--- src/rtl/fir_xifu_pkg.sv ---
// Shared types for the FIR XIFU memory controller and load scoreboard.
// Pure declarations: no logic, no latency, no flow control.
package fir_xifu_pkg;

    localparam int unsigned FIR_XIFU_NREGS = 32;
    localparam int unsigned FIR_XIFU_RW    = $clog2(FIR_XIFU_NREGS);

    typedef enum logic [1:0] {
        IDLE       = 2'd0,
        WAIT_READY = 2'd1,
        FULL       = 2'd2
    } fir_xifu_memctrl_state_t;

    typedef struct packed {
        logic                   valid;
        logic                   is_load;
        logic [FIR_XIFU_RW-1:0] rd;
    } fir_xifu_idtab_entry_t;

endpackage

--- src/rtl/fir_xifu_scoreboard.sv ---
// XIF id table, load-pending vector and ID read-after-load hazard compare; state updates one edge after accept/result.
// No backpressure of its own: hazard is combinational and folded into the controller's stall.
module fir_xifu_scoreboard
    import fir_xifu_pkg::*;
#(
    parameter  int ID_WIDTH = 4,
    parameter  int NREGS    = FIR_XIFU_NREGS,
    localparam int RW       = $clog2(NREGS)
) (
    input  logic                clk_i,
    input  logic                rst_ni,
    input  logic                acc_vld,
    input  logic                acc_is_load,
    input  logic [ID_WIDTH-1:0] acc_id,
    input  logic [RW-1:0]       acc_rd,
    input  logic                res_vld,
    input  logic [ID_WIDTH-1:0] res_id,
    input  logic                cnt_nz,
    output logic                res_hit,
    input  logic [2:0]          id_use,
    input  logic [3*RW-1:0]     id_rs,
    input  logic                ex_load_wait,
    input  logic [RW-1:0]       ex_rd,
    output logic                hazard,
    output logic [NREGS-1:0]    pending
);

    fir_xifu_idtab_entry_t id_table [2**ID_WIDTH];
    fir_xifu_idtab_entry_t res_ent;

    assign res_ent = id_table[res_id];
    assign res_hit = res_vld & res_ent.valid & cnt_nz;

    // Accept is written after the result release so a same-rd set overrides the clear.
    always_ff @(posedge clk_i or negedge rst_ni) begin
        if (!rst_ni) begin
            for (int i = 0; i < 2**ID_WIDTH; i++) begin
                id_table[i] <= '0;
            end
            pending <= '0;
        end else begin
            if (res_hit) begin
                id_table[res_id].valid <= 1'b0;
                if (res_ent.is_load) begin
                    pending[RW'(res_ent.rd)] <= 1'b0;
                end
            end
            if (acc_vld) begin
                id_table[acc_id] <= '{valid: 1'b1, is_load: acc_is_load, rd: FIR_XIFU_RW'(acc_rd)};
                if (acc_is_load) begin
                    pending[acc_rd] <= 1'b1;
                end
            end
        end
    end

    always_comb begin
        logic [RW-1:0] rs;
        hazard = 1'b0;
        rs     = '0;
        for (int k = 0; k < 3; k++) begin
            rs = id_rs[k*RW +: RW];
            if (id_use[k] && (pending[rs] || (ex_load_wait && rs == ex_rd))) begin
                hazard = 1'b1;
            end
        end
    end

endmodule

--- src/rtl/fir_xifu_mem_ctrl.sv ---
// Gates EX XIF memory requests on mem_ready and an outstanding limit; zero-wait accept in the request cycle.
// Backpressure: stall_o freezes ID/EX while a request is unaccepted or ID reads a register awaiting load data.
module fir_xifu_mem_ctrl
    import fir_xifu_pkg::*;
#(
    parameter  int ID_WIDTH        = 4,
    parameter  int MAX_OUTSTANDING = 2,
    parameter  int NREGS           = FIR_XIFU_NREGS,
    localparam int RW              = $clog2(NREGS),
    localparam int CW              = $clog2(MAX_OUTSTANDING + 1)
) (
    input  logic                clk_i,
    input  logic                rst_ni,
    input  logic                clear_i,
    input  logic                ex_mem_req_i,
    input  logic                ex_we_i,
    input  logic [RW-1:0]       ex_rd_i,
    input  logic [ID_WIDTH-1:0] ex_id_i,
    output logic                mem_valid_o,
    input  logic                mem_ready_i,
    input  logic                mem_result_valid_i,
    input  logic [ID_WIDTH-1:0] mem_result_id_i,
    input  logic [2:0]          id_use_i,
    input  logic [3*RW-1:0]     id_rs_i,
    output logic                stall_o,
    output logic [CW-1:0]       outstanding_o,
    output logic [NREGS-1:0]    pending_o,
    output logic                err_o
);

    fir_xifu_memctrl_state_t state;
    logic [CW-1:0]           count;
    logic                    cnt_lt_max;
    logic                    accept;
    logic                    res_hit;
    logic                    ex_load_wait;
    logic                    hazard;

    assign cnt_lt_max = count < CW'(MAX_OUTSTANDING);

    // Once valid is raised in WAIT_READY it stays up until the handshake completes.
    always_comb begin
        mem_valid_o = 1'b0;
        unique case (state)
            IDLE:       mem_valid_o = ex_mem_req_i & cnt_lt_max;
            WAIT_READY: mem_valid_o = 1'b1;
            FULL:       mem_valid_o = 1'b0;
            default:    mem_valid_o = 1'b0;
        endcase
    end

    assign accept        = mem_valid_o & mem_ready_i;
    assign ex_load_wait  = ex_mem_req_i & ~ex_we_i & ~accept;
    assign stall_o       = (ex_mem_req_i & ~accept) | hazard;
    assign outstanding_o = count;

    always_ff @(posedge clk_i or negedge rst_ni) begin
        if (!rst_ni) begin
            state <= IDLE;
            count <= '0;
            err_o <= 1'b0;
        end else begin
            unique case (state)
                IDLE: begin
                    if (!clear_i && ex_mem_req_i) begin
                        if (!cnt_lt_max) begin
                            state <= FULL;
                        end else if (!mem_ready_i) begin
                            state <= WAIT_READY;
                        end
                    end
                end
                WAIT_READY: begin
                    if (mem_ready_i) begin
                        state <= IDLE;
                    end
                end
                FULL: begin
                    // A returning result frees a slot, so the request can go out next cycle.
                    if (clear_i || cnt_lt_max || res_hit) begin
                        state <= IDLE;
                    end
                end
                default: state <= IDLE;
            endcase

            unique case ({accept, res_hit})
                2'b10:   count <= count + CW'(1);
                2'b01:   count <= count - CW'(1);
                default: count <= count;
            endcase

            if (mem_result_valid_i && !res_hit) begin
                err_o <= 1'b1;
            end
        end
    end

    fir_xifu_scoreboard #(
        .ID_WIDTH (ID_WIDTH),
        .NREGS    (NREGS)
    ) u_scoreboard (
        .clk_i        (clk_i),
        .rst_ni       (rst_ni),
        .acc_vld      (accept),
        .acc_is_load  (~ex_we_i),
        .acc_id       (ex_id_i),
        .acc_rd       (ex_rd_i),
        .res_vld      (mem_result_valid_i),
        .res_id       (mem_result_id_i),
        .cnt_nz       (count != '0),
        .res_hit      (res_hit),
        .id_use       (id_use_i),
        .id_rs        (id_rs_i),
        .ex_load_wait (ex_load_wait),
        .ex_rd        (ex_rd_i),
        .hazard       (hazard),
        .pending      (pending_o)
    );

endmodule

--- config.mk ---
export PLATFORM = sky130hd
export DESIGN_NAME = fir_xifu_mem_ctrl
export DESIGN_NICKNAME = d
export VERILOG_FILES = /design/src/rtl/fir_xifu_pkg.sv /design/src/rtl/fir_xifu_scoreboard.sv /design/src/rtl/fir_xifu_mem_ctrl.sv
export SDC_FILE = /design/constraint.sdc
export NUM_CORES = 1
export LEC_CHECK = 0
export BUFFER_PORTS_ARGS = -buffer_cell sky130_fd_sc_hd__buf_2
export CAP_MARGIN = 40
export CORE_MARGIN = 4
export CORE_UTILIZATION = 54
export DETAILED_ROUTE_END_ITERATION = 10
export PLACE_DENSITY = 0.79
export SYNTH_ARGS = -nofsm -noshare
export SYNTH_HDL_FRONTEND = slang
export SYNTH_SLANG_ARGS = --single-unit
--- constraint.sdc ---
create_clock -name clk_i -period 3.2 [get_ports clk_i]
set_input_delay 0.64 -clock clk_i [delete_from_list [all_inputs] [get_ports clk_i]]
set_output_delay 0.64 -clock clk_i [all_outputs]
set_load 0.02 [all_outputs]
==> metrics.md, run 1 <==
| Metric | Value |
|---|---|
| MaxCap Viol Count | `0` |
| TritonCTS Buffers | `17` |
| Non-filler instance count after layout | `869` |
| Period utilization | `0.968` |
| Worst Path Required | `2.56 ns` |
| Synthesis Warnings | `0` |
| Die width | `129 um` |
| Unrepaired setup endpoints after global routing | `no` |
| HPWL Detailed | `13,900 um` |
| Total power | `0.00695 W` |
| Clk_skew | `0.00524 ns` |
| Area Overhead vs Synth | `15.6%` |
| Fillers | `1,024` |
| Power Dens Cells | `760 nW/um2` |
| Layout cell share with drive strength beyond 1 | `0.395` |
| Setup crit end | `stall_o` |
| Clock Tree Root | `clkbuf_16` |
| Final setup fails | `0` |
| Row Count | `43` |
| Dpl ws | `0.0242 ns` |
| Largest area contributor in the synthesized netlist | `dfrtp_1` |
| Status | `completed` |
| Hold WC Path Type | `primary input to asynchronous set/reset pin` |
| Worst setup EP type | `primary output` |
| Number of routed nets with antenna violations | `0` |
| WL per Instance | `22.9 um` |
| IO buf count | `74` |
| Type of origin of the critical path | `primary input` |
| Drt via density | `6.63` |
| Synth top area share | `0.472` |
| Async S/R FF share, synth | `1.00` |
| Vias | `5,759` |
| Synth area leaders | `dfrtp_1, mux2_2, mux4_2` |
| First-pass GRT wire length | `31,800 um` |
| F_max | `323 MHz` |
| Post-synth EDFFs | `0` |
| LEAKAGE | `4.16 nW` |
| Setup WS post-layout | `0.103 ns` |
| Pins Over Slew Limit | `0` |
| CTS tree | `done` |
| RR Endpoint | `u_scoreboard.pending[17]$_DFF_PN0_` |
| Boundary pin count | `75` |
| Worst-margin pin slew | `0.651 ns` |
| Worst IR Drop VDD | `0.416 mV` |
| R2R Setup Slk | `0.67 ns` |
| Sequential area share after synthesis | `0.472` |
| Total track usage | `0.251` |
| Syn Nets | `643` |
| Gpl congestion | `0.900` |
| Pin count of the biggest net entering global routing | `60` |
| Final Hold Viols | `0` |
| Reg clk slew, reported paths | `0.06 ns` |
| Crit Path Category | `primary input to primary output` |
| Post-CTS Setup Bufs | `0` |
| Setup TNS | `0 ns` |
| Crit path arrival time | `2.46 ns` |
| DRC | `0` |
| CTS Buffer Depth | `2` |
| CTS Sinks | `149` |
| Initial DRC Count | `628` |
| Antenna cells | `0` |
| Mapped Area | `7910 um2` |
| FF+latch count, synth | `149` |
| GRT overflow | `0` |
| Post-layout nets | `716` |
| Drt first pass iters | `6` |
| Worst Reg2Reg Path Length in Cells | `7` |
| H-tree Lvls | `4` |
| Relative slew slack | `0.565` |
| Drt total wl | `19,900 um` |
| Post-layout min period | `3.10 ns` |
| Hold_buf cts | `0` |
| Critical R2R Launch | `outstanding_o[1]$_DFFE_PN0P_` |
| CP max FO | `8` |
| Die area | `16,600 um2` |
| Core Box Area | `14,100 um2` |
| Initial antenna violation count | `0` |
| Vias in the first global route | `5,899` |
| Starting Density | `0.561` |
| Ys flop type | `dfrtp_1` |
| Synth cell types | `55` |
| Post-Syn Instances | `604` |
| Crit path from | `id_rs_i[0]` |
| Worst-skew pair later-pin latency | `0.42 ns` |
| Mean Syn Cell Area | `13.1 um2` |
| Placed Cells | `838` |
| Die height | `129 um` |
## routing by layer
| layer | track usage | vias to the layer above | part of all wire |
|---|---|---|---|
| met5 | 0 | - | 0 |
| met4 | 0.0883 | 0 | 0.017 |
| met3 | 0.0627 | 43 | 0.085 |
| met2 | 0.413 | 310 | 0.51 |
| met1 | 0.325 | 2950 | 0.39 |
| li1 | - | 2456 | - |
## kinds of logic (layout without fill, tap and decap cells)
kind of cell,count (synthesis),count (layout),share of synthesized area
multiplexers,151,151,0.290
flip-flops,149,149,0.472
AND/OR/NAND/NOR,148,148,0.103
AO/OA/AOI/OAI,91,91,0.0942
buffers and inverters,61,146,0.0367
XOR/XNOR,3,3,0.00332
adder cells (fa/ha/maj),1,1,0.00158
## Yosys cell counts, drive strengths merged, types with 2 or more instances
cell / number
nand2b: 8
nand3b: 4
nand3: 38
nor3: 8
nor4b: 2
inv: 13
nand2: 41
o41ai: 4
nor2: 15
a22oi: 6
xnor2: 2
dfrtp: 149
or3: 3
and2: 4
mux2i: 18
o21ai: 18
a21oi: 4
mux2: 83
or2: 6
a32o: 10
o2bb2ai: 6
nand4b: 2
mux4: 50
clkbuf: 31
nor2b: 6
nand4: 3
a22o: 21
o31ai: 12
nor3b: 5
a211oi: 4
buf: 17
## placed cells by master (no fill, tap or decap), drive strengths merged, types with 2 or more instances in the layout
cell type / synthesis / layout
nor2b: 6 / 6
o2bb2ai: 6 / 6
nor4b: 2 / 2
or2: 6 / 6
nor3: 8 / 8
clkinv: 0 / 6
mux4: 50 / 50
or3: 3 / 3
nor2: 15 / 15
a22o: 21 / 21
bufinv: 0 / 5
nand2: 41 / 41
a32o: 10 / 10
clkinvlp: 0 / 3
and2: 4 / 4
mux2i: 18 / 18
nand4: 3 / 3
mux2: 83 / 83
dfrtp: 149 / 149
nand4b: 2 / 2
o21ai: 18 / 18
clkbuf: 31 / 18
nor3b: 5 / 5
nand3: 38 / 38
a211oi: 4 / 4
o41ai: 4 / 4
a21oi: 4 / 4
xnor2: 2 / 2
inv: 13 / 13
o31ai: 12 / 12
a22oi: 6 / 6
nand2b: 8 / 8
buf: 17 / 101
nand3b: 4 / 4
## critical path, stage by stage
cell      delay [ns]
clkbuf_4        0.21
mux4_2          0.53
mux4_2          0.48
mux2_2          0.27
nand2_1         0.06
nand4_1         0.08
buf_2           0.17
## flip-flops by register name, summed over array words and instances, names as in the netlist
| signal | flops |
|---|---|
| err_o | 1 |
| outstanding_o | 2 |
| state | 2 |
| u_scoreboard.id_table | 112 |
| u_scoreboard.pending | 32 |
## repair_timing
item,CTS,global route
endpoints found under the hold margin,0,0
resized for setup,0,1
setup endpoints to repair,0,1
## how the worst min path moves through the flow
stage	from	to	slack (ns)	depth (start not counted)
3_3_place_gp	err_o$_DFFE_PN0P_	err_o$_DFFE_PN0P_	0.43	1
4_1_cts	rst_ni	u_scoreboard.id_table[79]$_DFFE_PN0P_	0.20	1
3_5_place_dp	err_o$_DFFE_PN0P_	err_o$_DFFE_PN0P_	0.44	1
5_1_grt	rst_ni	u_scoreboard.id_table[79]$_DFFE_PN0P_	0.21	1
2_1_floorplan	rst_ni	err_o$_DFFE_PN0P_	0.34	0
6_report	rst_ni	u_scoreboard.id_table[79]$_DFFE_PN0P_	0.19	1
## stage by stage
step / area [um2] / hold slack [ns] / utilization
CTS: 9140 / 0.202 / 0.648
detailed placement: 8500 / 0.441 / 0.603
global route: 9140 / 0.214 / 0.648
finish: 9140 / 0.186 / 0.648
global placement: 8490 / 0.434 / 0.603
floorplan: 7910 / 0.344 / -
## area by class of cell
cell class,count,area (um2),area share
clock buffers,17,425,0.0465
clock inverters,14,210,0.0230
inverters,13,48.8,0.00534
multi-input cells,394,3890,0.425
flip-flops and latches,149,3730,0.408
well taps,180,225,0.0246
repair buffers,102,614,0.0672
## where the power goes
part           internal, W  total [W]  leakage (nW)  switching [W]
clock              0.00137    0.00214         0.304       0.000763
combinational     0.000972    0.00190          1.93       0.000931
sequential         0.00249    0.00291          1.92       0.000418
total              0.00484    0.00695          4.16        0.00211
No activity file was read; power rests on OpenSTA's default activity.
==> inputs of run 2 (changes only) <==
CORE_ASPECT_RATIO = 1.75   (was not set)
==> metrics.md, run 2 (synthesis gave the netlist of run 1 again) <==
| Metric | Value |
|---|---|
| Area Overhead vs Synth | `16.7% (was 15.6%)` |
| CTS tree | `done (unchanged)` |
| Die width | `99.5 um (was 129 um)` |
| Final setup fails | `0 (unchanged)` |
| Status | `completed (unchanged)` |
| Row Count | `58 (was 43)` |
| WL per Instance | `24.1 um (was 22.9 um)` |
| Post-layout min period | `3.10 ns (about the same)` |
| Setup TNS | `0 ns (unchanged)` |
| MaxCap Viol Count | `0 (unchanged)` |
| GRT overflow | `0 (unchanged)` |
| Unrepaired setup endpoints after global routing | `no (unchanged)` |
| Placed Cells | `844 (was 838)` |
| Final Hold Viols | `0 (unchanged)` |
| Drt first pass iters | `5 (was 6)` |
| TritonCTS Buffers | `17 (unchanged)` |
| Reg with most FFs | `u_scoreboard.id_table (unchanged)` |
| First-pass GRT wire length | `33,500 um (was 31,800 um)` |
| Crit Path Category | `primary input to primary output (unchanged)` |
| Core Box Area | `14,400 um2 (was 14,100 um2)` |
| Worst-skew pair later-pin latency | `0.43 ns (was 0.42 ns)` |
| Setup WS post-layout | `0.0982 ns (was 0.103 ns)` |
| Initial antenna violation count | `0 (unchanged)` |
| Vias in the first global route | `6,115 (was 5,899)` |
| Worst-margin pin slew | `0.629 ns (was 0.651 ns)` |
| Drt via density | `6.54 (was 6.63)` |
| Clock Tree Root | `clkbuf_16 (unchanged)` |
| Pins Over Slew Limit | `0 (unchanged)` |
| DRC | `0 (unchanged)` |
| Power Dens Cells | `770 nW/um2 (was 760 nW/um2)` |
| H-tree Lvls | `4 (unchanged)` |
| Die area | `16,700 um2 (was 16,600 um2)` |
| Period utilization | `0.969 (was 0.968)` |
| Biggest regs | `u_scoreboard.id_table: 112 flops, u_scoreboard.pending: 32 flops (unchanged)` |
| LEAKAGE | `4.21 nW (was 4.16 nW)` |
| Dpl ws | `0.0229 ns (was 0.0242 ns)` |
| Worst Path Required | `2.56 ns (about the same)` |
| Drt total wl | `21,100 um (was 19,900 um)` |
| Hold WC Path Type | `primary input to asynchronous set/reset pin (unchanged)` |
| Antenna cells | `0 (unchanged)` |
| CTS Buffer Depth | `2 (unchanged)` |
| Initial DRC Count | `368 (was 628)` |
| Most common cell after layout, fill and taps aside | `dfrtp_1 (unchanged)` |
| Starting Density | `0.550 (was 0.561)` |
| CTS Sinks | `149 (unchanged)` |
| Post-CTS Setup Bufs | `0 (unchanged)` |
| Clk_skew | `0.00983 ns (was 0.00524 ns)` |
| Layout cell share with drive strength beyond 1 | `0.399 (was 0.395)` |
| Vias | `5,721 (was 5,759)` |
| Relative slew slack | `0.579 (was 0.565)` |
| Reg clk slew, reported paths | `0.06 ns (about the same)` |
| HPWL Detailed | `15,200 um (was 13,900 um)` |
| Crit path arrival time | `2.46 ns (about the same)` |
| Worst IR Drop VDD | `0.409 mV (was 0.416 mV)` |
| Gpl congestion | `0.949 (was 0.900)` |
| Die height | `168 um (was 129 um)` |
| Number of routed nets with antenna violations | `0 (unchanged)` |
| Largest register FFs | `112 (unchanged)` |
| Total track usage | `0.261 (was 0.251)` |
| Pin count of the biggest net entering global routing | `68 (was 60)` |
| Non-filler instance count after layout | `875 (was 869)` |
| CP max FO | `8 (unchanged)` |
| Commonest non-fill, non-tap cells in the layout | `dfrtp_1, mux2_2, buf_2, nand2_1, nand3_1 (unchanged)` |
| Type of origin of the critical path | `primary input (unchanged)` |
| Worst setup EP type | `primary output (unchanged)` |
| Boundary pin count | `75 (unchanged)` |
| Hold_buf cts | `0 (unchanged)` |
| IO buf count | `74 (unchanged)` |
| F_max | `322 MHz (was 323 MHz)` |
| Post-layout nets | `722 (was 716)` |
[run 2: cell count changes in the layout (fill, tap and decap cells not counted)]
cell / previous run / this run
buf_12: 2 / 3
buf_4: 26 / 31
bufinv_16: 5 / 6
clkbuf_1: 0 / 1
clkbuf_8: 0 / 1
clkinv_2: 4 / 1
clkinv_4: 2 / 0
inv_6: 0 / 2
[run 2: worst max-delay path: stages]
cell	delay [ns]
clkbuf_4	0.21
mux4_2	0.53
mux4_2	0.48
mux2_2	0.28
nand2_1	0.06
nand4_1	0.08
buf_2	0.18
[run 2: layer usage]
layer | vias to the layer above | wire [um] | GRT usage
li1 | 2478 | - | -
met3 | 73 | 1060 | 0.0444
met4 | 0 | 1080 | 0.145
met2 | 246 | 11700 | 0.476
met5 | - | 0 | 0
met1 | 2924 | 7220 | 0.280
[run 2: timing repair]
action                                 in CTS  in global routing
setup endpoints to repair                   0                  1
gates resized for setup                     0                  1
endpoints found under the hold margin       0                  0
[run 2: area by class of cell]
class | count | area (um2)
Clock buffer | 19 | 443
Clock inverter | 12 | 225
Fill cell | 1067 | 5140
Inverter | 13 | 48.8
Multi-Input combinational cell | 394 | 3890
Sequential cell | 149 | 3730
Tap cell | 180 | 225
Timing Repair Buffer | 108 | 672
[run 2: final timing paths]
| path | startpoint | end | slack [ns] | cells past startpoint |
|---|---|---|---|---|
| worst max-delay path | id_rs_i[0] | stall_o | 0.1 | 7 |
| worst min-delay path | rst_ni | u_scoreboard.id_table[19]$_DFFE_PN0P_ | 0.21 | 1 |
| worst max register to register | u_scoreboard.id_table[78]$_DFFE_PN0P_ | u_scoreboard.pending[29]$_DFF_PN0_ | 0.85 | 6 |
| worst min register to register | err_o$_DFFE_PN0P_ | err_o$_DFFE_PN0P_ | 0.46 | 1 |
| max in group asynchronous | rst_ni | u_scoreboard.pending[24]$_DFF_PN0_ | 2.23 | 2 |
| min in group clk_i | clear_i | state[1]$_DFFE_PN0P_ | 0.39 | 2 |
[run 2: metrics by stage]
stage / total power (W) / hold slack (ns) / util / instance area, um2
floorplan: 0.00418 / 0.344 / - / 7910
global placement: 0.00471 / 0.433 / 0.596 / 8560
detailed placement: 0.00484 / 0.448 / 0.596 / 8560
CTS: 0.00712 / 0.236 / 0.642 / 9230
global route: 0.00742 / 0.262 / 0.642 / 9230
finish: 0.00711 / 0.206 / 0.642 / 9230
[run 2: power by group]
part	internal, W	switching (W)
combinational	0.000995	0.000925
clock	0.00148	0.000779
sequential	0.00249	0.000437
total	0.00497	0.00214
